`src/rtl/tally_window_sched.sv`:
```
// tally_window_sched: round-robin sequencer that time-shares one event
// tallier across NUM_CH signals and reports each window's count.
module tally_window_sched #(
  parameter int NUM_CH = 4,
  parameter int WIDTH  = 32,
  parameter int WINDOW = 1000,
  parameter int SETTLE = 2
) (
  input  logic                      clk_in,
  input  logic                      rst_in,
  input  logic                      start_in,
  input  logic                      stop_in,
  input  logic                      continuous_in,
  input  logic [NUM_CH-1:0]         ch_en_in,
  input  logic [NUM_CH-1:0]         signal_in,
  output logic                      ctr_rst_out,
  output logic                      ctr_signal_out,
  input  logic [WIDTH-1:0]          ctr_tally_in,
  output logic [WIDTH-1:0]          result_out,
  output logic [$clog2(NUM_CH)-1:0] result_ch_out,
  output logic                      result_valid_out,
  input  logic                      result_ready_in,
  output logic                      busy_out,
  output logic                      done_out
);

  localparam int CW = $clog2(NUM_CH);
  localparam int WW = $clog2(WINDOW + 1);
  localparam int SW = $clog2(SETTLE + 1);

  typedef enum logic [2:0] {
    S_IDLE,
    S_CLEAR,
    S_COUNT,
    S_SETTLE,
    S_REPORT
  } state_t;

  state_t state_q, state_d;

  logic [CW-1:0]    ch_q, ch_d;
  logic [WW-1:0]    win_q, win_d;
  logic [SW-1:0]    set_q, set_d;
  logic [WIDTH-1:0] res_q, res_d;
  logic [CW-1:0]    rch_q, rch_d;
  logic             done_d;

  logic             ctr_rst_q;
  logic             busy_q;
  logic             valid_q;
  logic             done_q;

  logic [CW-1:0]    low_idx;
  logic [CW-1:0]    nxt_idx;
  logic             nxt_found;

  // Descending scan so the lowest qualifying index wins.
  always_comb begin
    low_idx   = '0;
    nxt_idx   = '0;
    nxt_found = 1'b0;
    for (int i = NUM_CH - 1; i >= 0; i--) begin
      if (ch_en_in[i]) begin
        low_idx = CW'(i);
      end
      if (ch_en_in[i] && (CW'(i) > ch_q)) begin
        nxt_idx   = CW'(i);
        nxt_found = 1'b1;
      end
    end
  end

  always_comb begin
    state_d = state_q;
    ch_d    = ch_q;
    win_d   = win_q;
    set_d   = set_q;
    res_d   = res_q;
    rch_d   = rch_q;
    done_d  = 1'b0;
    unique case (state_q)
      S_IDLE: begin
        if (start_in && !stop_in && (|ch_en_in)) begin
          state_d = S_CLEAR;
          ch_d    = low_idx;
        end
      end
      S_CLEAR: begin
        win_d   = '0;
        state_d = S_COUNT;
      end
      S_COUNT: begin
        if (win_q == WW'(WINDOW - 1)) begin
          set_d   = '0;
          state_d = S_SETTLE;
        end else begin
          win_d = win_q + 1'b1;
        end
      end
      S_SETTLE: begin
        if (set_q == SW'(SETTLE - 1)) begin
          res_d   = ctr_tally_in;
          rch_d   = ch_q;
          state_d = S_REPORT;
        end else begin
          set_d = set_q + 1'b1;
        end
      end
      S_REPORT: begin
        if (result_ready_in) begin
          if (nxt_found) begin
            ch_d    = nxt_idx;
            state_d = S_CLEAR;
          end else if (continuous_in && (|ch_en_in)) begin
            ch_d    = low_idx;
            state_d = S_CLEAR;
          end else begin
            state_d = S_IDLE;
            done_d  = !continuous_in;
          end
        end
      end
      default: state_d = S_IDLE;
    endcase
    // Abort overrides any handshake or pass completion.
    if (stop_in && (state_q != S_IDLE)) begin
      state_d = S_IDLE;
      done_d  = 1'b0;
    end
  end

  always_ff @(posedge clk_in) begin
    if (!rst_in) begin
      state_q   <= S_IDLE;
      ch_q      <= '0;
      win_q     <= '0;
      set_q     <= '0;
      res_q     <= '0;
      rch_q     <= '0;
      ctr_rst_q <= 1'b1;
      busy_q    <= 1'b0;
      valid_q   <= 1'b0;
      done_q    <= 1'b0;
    end else begin
      state_q   <= state_d;
      ch_q      <= ch_d;
      win_q     <= win_d;
      set_q     <= set_d;
      res_q     <= res_d;
      rch_q     <= rch_d;
      ctr_rst_q <= (state_d == S_IDLE) || (state_d == S_CLEAR);
      busy_q    <= (state_d != S_IDLE);
      valid_q   <= (state_d == S_REPORT);
      done_q    <= done_d;
    end
  end

  assign ctr_signal_out   = (state_q == S_COUNT) && signal_in[ch_q];
  assign ctr_rst_out      = ctr_rst_q;
  assign result_out       = res_q;
  assign result_ch_out    = rch_q;
  assign result_valid_out = valid_q;
  assign busy_out         = busy_q;
  assign done_out         = done_q;

endmodule
```
`config.mk`:
```
export PLATFORM = sky130hd
export DESIGN_NAME = tally_window_sched
export DESIGN_NICKNAME = d
export VERILOG_FILES = /design/src/rtl/tally_window_sched.sv
export SDC_FILE = /design/constraint.sdc
export NUM_CORES = 1
export LEC_CHECK = 0
export ABC_AREA = 1
export CAP_MARGIN = 30
export CORE_AREA = 2 2 58 115
export CTS_CLUSTER_DIAMETER = 40
export CTS_CLUSTER_SIZE = 16
export DETAILED_ROUTE_END_ITERATION = 8
export DIE_AREA = 0 0 60 117
export PLACE_DENSITY = 0.75
export RECOVER_POWER = 25
export SKIP_LAST_GASP = 1
export SYNTH_ARGS = -nofsm -noshare
export SYNTH_HDL_FRONTEND = slang
export SYNTH_SLANG_ARGS = --single-unit
```
`constraint.sdc`:
```
create_clock -name clk_in -period 1.5 [get_ports clk_in]
set_input_delay 0.375 -clock clk_in [delete_from_list [all_inputs] [get_ports clk_in]]
set_output_delay 0.375 -clock clk_in [all_outputs]
set_load 0.01 [all_outputs]
```
# [After elaboration in Yosys (flattened, before gate mapping)]
# Index checks and enable logic that the tools add are counted.
[totals] regBits=55 output_inout_bits=39 elab_cells=91 input_bits=46
[op_classes] add_sub_neg=2 eq_ne=14 n_bitwise=3 muxes=32 order_cmp=5 n_reduce_logical=25
[op_table] operator="$mux W2" count=14
[op_table] operator="$pmux W10 S2" count=1
[op_table] operator="$mux W3" count=5
[op_table] operator="$pmux W3 S5" count=1
[op_table] operator="$add A10 B1 Y10 const B" count=1
[op_table] operator="$eq A10 B10 Y1 const B" count=1
[op_table] operator="$mux W10" count=1
[op_table] operator="$ne A2 B2 Y1 const B" count=5
[op_table] operator="$logic_and A1 B1 Y1" count=9
[op_table] operator="$pmux W2 S2" count=2
[op_table] operator="$mux W1" count=7
[op_table] operator="$eq A3 B1 Y1 const B" count=2
[op_table] operator="$eq A3 B2 Y1 const B" count=2
[op_table] operator="$eq A3 B3 Y1 const B" count=2
[op_table] operator="$logic_not A3 Y1" count=2
[op_table] operator="$reduce_bool A2 Y1" count=3
[op_table] operator="$reduce_bool A3 Y1" count=2
[op_table] operator="$reduce_or A6 Y1" count=1
[op_table] operator="$gt A1 B2 Y1 const A" count=2
[op_table] operator="$gt A2 B2 Y1 const A" count=2
[op_table] operator="$reduce_and A2 Y1" count=2
[op_table] operator="$reduce_and A4 Y1" count=1
[op_table] operator="$reduce_or A4 Y1" count=1
[op_table] operator="$lt A2 B3 Y1 const B" count=1
[op_table] operator="other kinds (8)" count=11

# [Depth between registers and ports, before layout]
[depth] ltp_word=12 mapped_depth=10 mapped_depth_nobuf=10

# [Least setup slack after synthesis]
# No wires, ideal clock.
[synth_path] kind="register to output" startpoint="register state_q[1]" endpoint="output ctr_signal_out" stages_incl_launch_ff=5 slack_ns=-0.024 arrival_ns=1.149 required_ns=1.125 n_path_buf=0 path_cell_list="dfxtp_1 -> inv_2 -> nor3_4 -> inv_1 -> a311oi_1"
[synth_via] elab_chain_len=2
[synth_lines] element="start, declared" line_no="39" rtl="state_t state_q, state_d;"
[synth_lines] element="start signal, assigned" line_no="145" rtl="state_q <= state_d;"
[synth_lines] element="$eq A3 B2 Y1" line_no="158" rtl="assign ctr_signal_out = (state_q == S_COUNT) && signal_in[ch_q];"
[synth_lines] element="$logic_and A1 B1 Y1" line_no="158"
[synth_lines] element="end, declared" line_no="17" rtl="output logic ctr_signal_out,"
# Every way passes these cells.

# [Worst setup path after layout]
[layout_path] startpoint="register ch_q[0]" endpoint="output ctr_signal_out"
[layout_via] elab_chain_len=3
[layout_lines] element="start, declared" line_no="41" rtl="logic [CW-1:0] ch_q, ch_d;"
[layout_lines] element="start signal, assigned" line_no="146" rtl="ch_q <= ch_d;"
[layout_lines] element="$bmux W1 S2" line_no="158"
[layout_lines] element="$mux W1 (not written as such)" line_no="158"
[layout_lines] element="$logic_and A1 B1 Y1" line_no="158"
# Every way passes these cells. The select of a mux whose other input is x is not followed.

==> summary.txt <==
Status
  • Status: complete, but fails checks
  • Failing checks: setup timing

Finish
  • Footprint of the multi-input gates: 1240 sq um
  • Nets: 507
  • Final Instance Count excl. Fillers: 546
  • FF+latch area: 1110 sq um
  • Layout cell share with drive strength beyond 1: 19.1%
  • Synth-to-Final Area Change: 56.4%
  • Fill count: 574
  • Ant. Diodes: 0
  • Final standard cell area without fillers: 3860 sq um

Route
  • TritonRoute pass-1 iters: 4
  • Post-DRT Antenna Nets: 0
  • Post-DR vias/cell: 4.84
  • Drt total wl: ~6.5 mm
  • DRT iter0 DRCs: 155
  • Wire per inst: 11.8 um
  • Drc violations: 0
  • Via count: about 2600

Critical path
  • Max incr delay on CP: 0.37 ns
  • CP required: 1.12 ns
  • CP top delay family: flip-flops
  • Setup crit end: ctr_signal_out
  • Reg2Reg Setup Slack: 0.09 ns
  • Worst Reg-to-Reg Cells: 8
  • CP max-delay cell: dfxtp_4
  • CP most frequent cell: nand2_1
  • Worst-path fanout max: 4
  • CP Depth: 6
  • Startpoint Class: register
  • CP Class: reg -> out
  • CP cell instances: inv_4 -> nand2_1 -> nand2_1 -> nor2_1 -> a311oi_2 -> buf_2
  • Critical Path AT: roughly 1.3 ns
  • Crit. Startpoint: ch_q[0]
  • Crit path buf inv count: 2
  • Critical R2R Launch: state_q[2]
  • CP Capture Type: output port
  • Reg-to-Reg End: set_q[1]

Floorplanning
  • Die area: 7020 sq um
  • DIE HEIGHT: 117 um
  • Ports: 85
  • Die W: 60 um
  • # rows: 41
  • Core area: about 6200 sq um
  • Initial Util: 39.7%

Synthesis
  • Sequential share of the synthesized area: 44.7%
  • Synth cell types: 28
  • Leading area contributor after synthesis: dfxtp_1
  • EDFF count, synth: 0
  • Syn Std Cell Area: 2460 sq um
  • Synth Flop Type: dfxtp_1
  • Fraction of registers with async set/reset: 0%
  • Ys Warns: 0
  • Count leader, synth: nand2_1
  • Synth area leaders: dfxtp_1 45%, nand2_1 13%, nand3_1 10%, a21oi_1 9.3%, inv_1 4.7%
  • Avg Cell Area, Syn: 7.12 sq um
  • Top cell type's share of synthesized area: 44.7%
  • Synth cell count leaders: 83 x nand2_1, 55 x dfxtp_1, 50 x nand3_1
  • Mapped Cells: 346
  • Synthesis-stage register bit count: 55
  • Synthesized net count: 394

Global route
  • Gr ovfl total: 0
  • Grt met3 use: 4.62%
  • Global-route usage over all layers: 18.3%
  • GRT met2 Usage: a little under a third
  • Initial antenna violation count: 0
  • Largest net degree at the start of global routing: 29
  • GR Util met1: 22.7%
  • Vias in the first global route: 2365
  • First-pass GRT wire length: 10.2 mm
  • Top Usage Layer GRT: met2

Timing
  • Rel. slew slack: 74.4%
  • Slew Viols, Final: 0
  • RSZ-0062 raised after global routing: true
  • Final setup margin: -0.132 ns
  • Final worst-path cycle share: 109%
  • Clk_skew: 0.00732 ns
  • Setup TNS Final: -0.132 ns
  • Fin crit period: 1.63 ns
  • Final setup viols: 1
  • Min Hold Slack: about 0.46 ns
  • Fmax: 613 MHz
  • Tightest Pin Transition: roughly 0.38 ns
  • Hold Vio Cnt, Final: 0

Placement
  • Post-DP Area: 3620 sq um
  • Placed insts: 534
  • Routability cong.: 0.867
  • PortBufs: 84
  • Hpwl dp: 4.63 mm

Clocking
  • CTS Sinks: 55
  • H-tree levels: 2
  • CTS Root Buffer Type: clkbuf_16
  • Clock tree buffer depth: 2
  • Cts bufs inserted: 5
  • Clk_lat worst skew: 0.30 ns
  • Reg clk slew, reported paths: 0.08 ns
  • TritonCTS clock tree: done

Power
  • Leakage power: 1.69 nW
  • Pwr/cell area: 854 nW/um^2
  • Peak VDD IR: 551 uV

Min path
  • Hold Path Class: reg -> reg

Run
  • Total of max-cap violations: 0
==> sequential cells by signal, indices dropped and copies added (netlist names) <==
| name | cells |
|---|---|
| result_out | 32 |
| win_q | 10 |
| state_q | 3 |
| ch_q | 2 |
| result_ch_out | 2 |
| set_q | 2 |
| busy_out | 1 |
| ctr_rst_out | 1 |
| done_out | 1 |
| result_valid_out | 1 |
==> timing repair <==
item | in CTS | in global routing
resized for setup | 49 | 36
setup endpoints to repair | 39 | 54
buffers inserted | 0 | 4
hold buffers | 0 | 0
pin swaps | 5 | 7
==> final cells by class <==
cell class | count | share of cell area [%]
Multi-Input combinational cell | 241 | 32.1
Sequential cell | 55 | 28.8
Timing Repair Buffer | 122 | 28.7
Inverter | 34 | 3.57
Clock buffer | 5 | 3.24
Tap cell | 86 | 2.79
Clock inverter | 3 | 0.746
==> how the worst min path moves through the flow <==
stage / cells past startpoint / to / slack (ns) / startpoint
after CTS: 2 / result_out[1] / 0.46 / result_out[1]
after global placement: 2 / set_q[1] / 0.44 / set_q[1]
after detailed placement: 2 / set_q[1] / 0.45 / set_q[1]
final: 2 / result_out[17] / 0.46 / result_out[17]
after floorplan: 2 / set_q[1] / 0.43 / set_q[1]
after global routing: 2 / result_out[20] / 0.48 / result_out[20]
==> power breakdown <==
group / internal [W] / switching [W] / leakage, nW / total [W]
Sequential: 0.00150 / 0.0000289 / 0.446 / 0.00153
Clock: 0.000644 / 0.000571 / 0.0767 / 0.00121
Combinational: 0.000287 / 0.000263 / 1.17 / 0.000550
Total: 0.00243 / 0.000863 / 1.69 / 0.00329
==> worst register-to-register path, cell delays in order, from the launching register on <==
cell	delay [ns]
dfxtp_2	0.33
buf_4	0.14
inv_2	0.11
nand3_4	0.11
or2_1	0.25
nand2_2	0.08
nand2_2	0.08
o21ai_0	0.15
a21oi_1	0.05
==> placed cells by master (no fill, tap or decap), types with 2 or more instances in the layout <==
master,count
a21oi_1,46
nand2_2,7
buf_4,33
nand3_1,49
nand3_2,5
o21ai_2,2
clkdlybuf4s50_1,41
inv_6,2
inv_4,2
dfxtp_1,50
dlygate4sd2_1,42
nand4_1,3
clkbuf_16,5
o21ai_0,3
nor2_1,24
nor2_2,4
dfxtp_2,4
inv_1,27
inv_2,4
nand2_1,79
buf_6,2
buf_12,2
==> per-stage QoR <==
stage	utilization, %	worst slack, ns	power [W]
after floorplan	-	0.0488	0.00178
after global placement	58.3	-0.599	0.00204
after detailed placement	58.3	-0.609	0.00205
after CTS	59.9	-0.134	0.00325
after global routing	62.1	-0.200	0.00343
final	62.1	-0.132	0.00329
==> layer usage <==
metal | up-vias | wire [um]
li1 | 1356 | -
met1 | 1181 | 2770
met2 | 94 | 3080
met3 | 9 | 499
met4 | 0 | 103
met5 | - | 0
==> logic make-up (layout without fill, tap and decap cells) <==
kind of cell | Yosys count | in the layout | synth area share (%)
simple gates | 181 | 181 | 33.3
compound gates | 57 | 57 | 12.3
flops | 55 | 55 | 44.7
buf+inv | 50 | 164 | 8.38
fa+ha+maj | 2 | 2 | 1.02
xor+xnor | 1 | 1 | 0.355
Power figures use the tool's default switching activity.
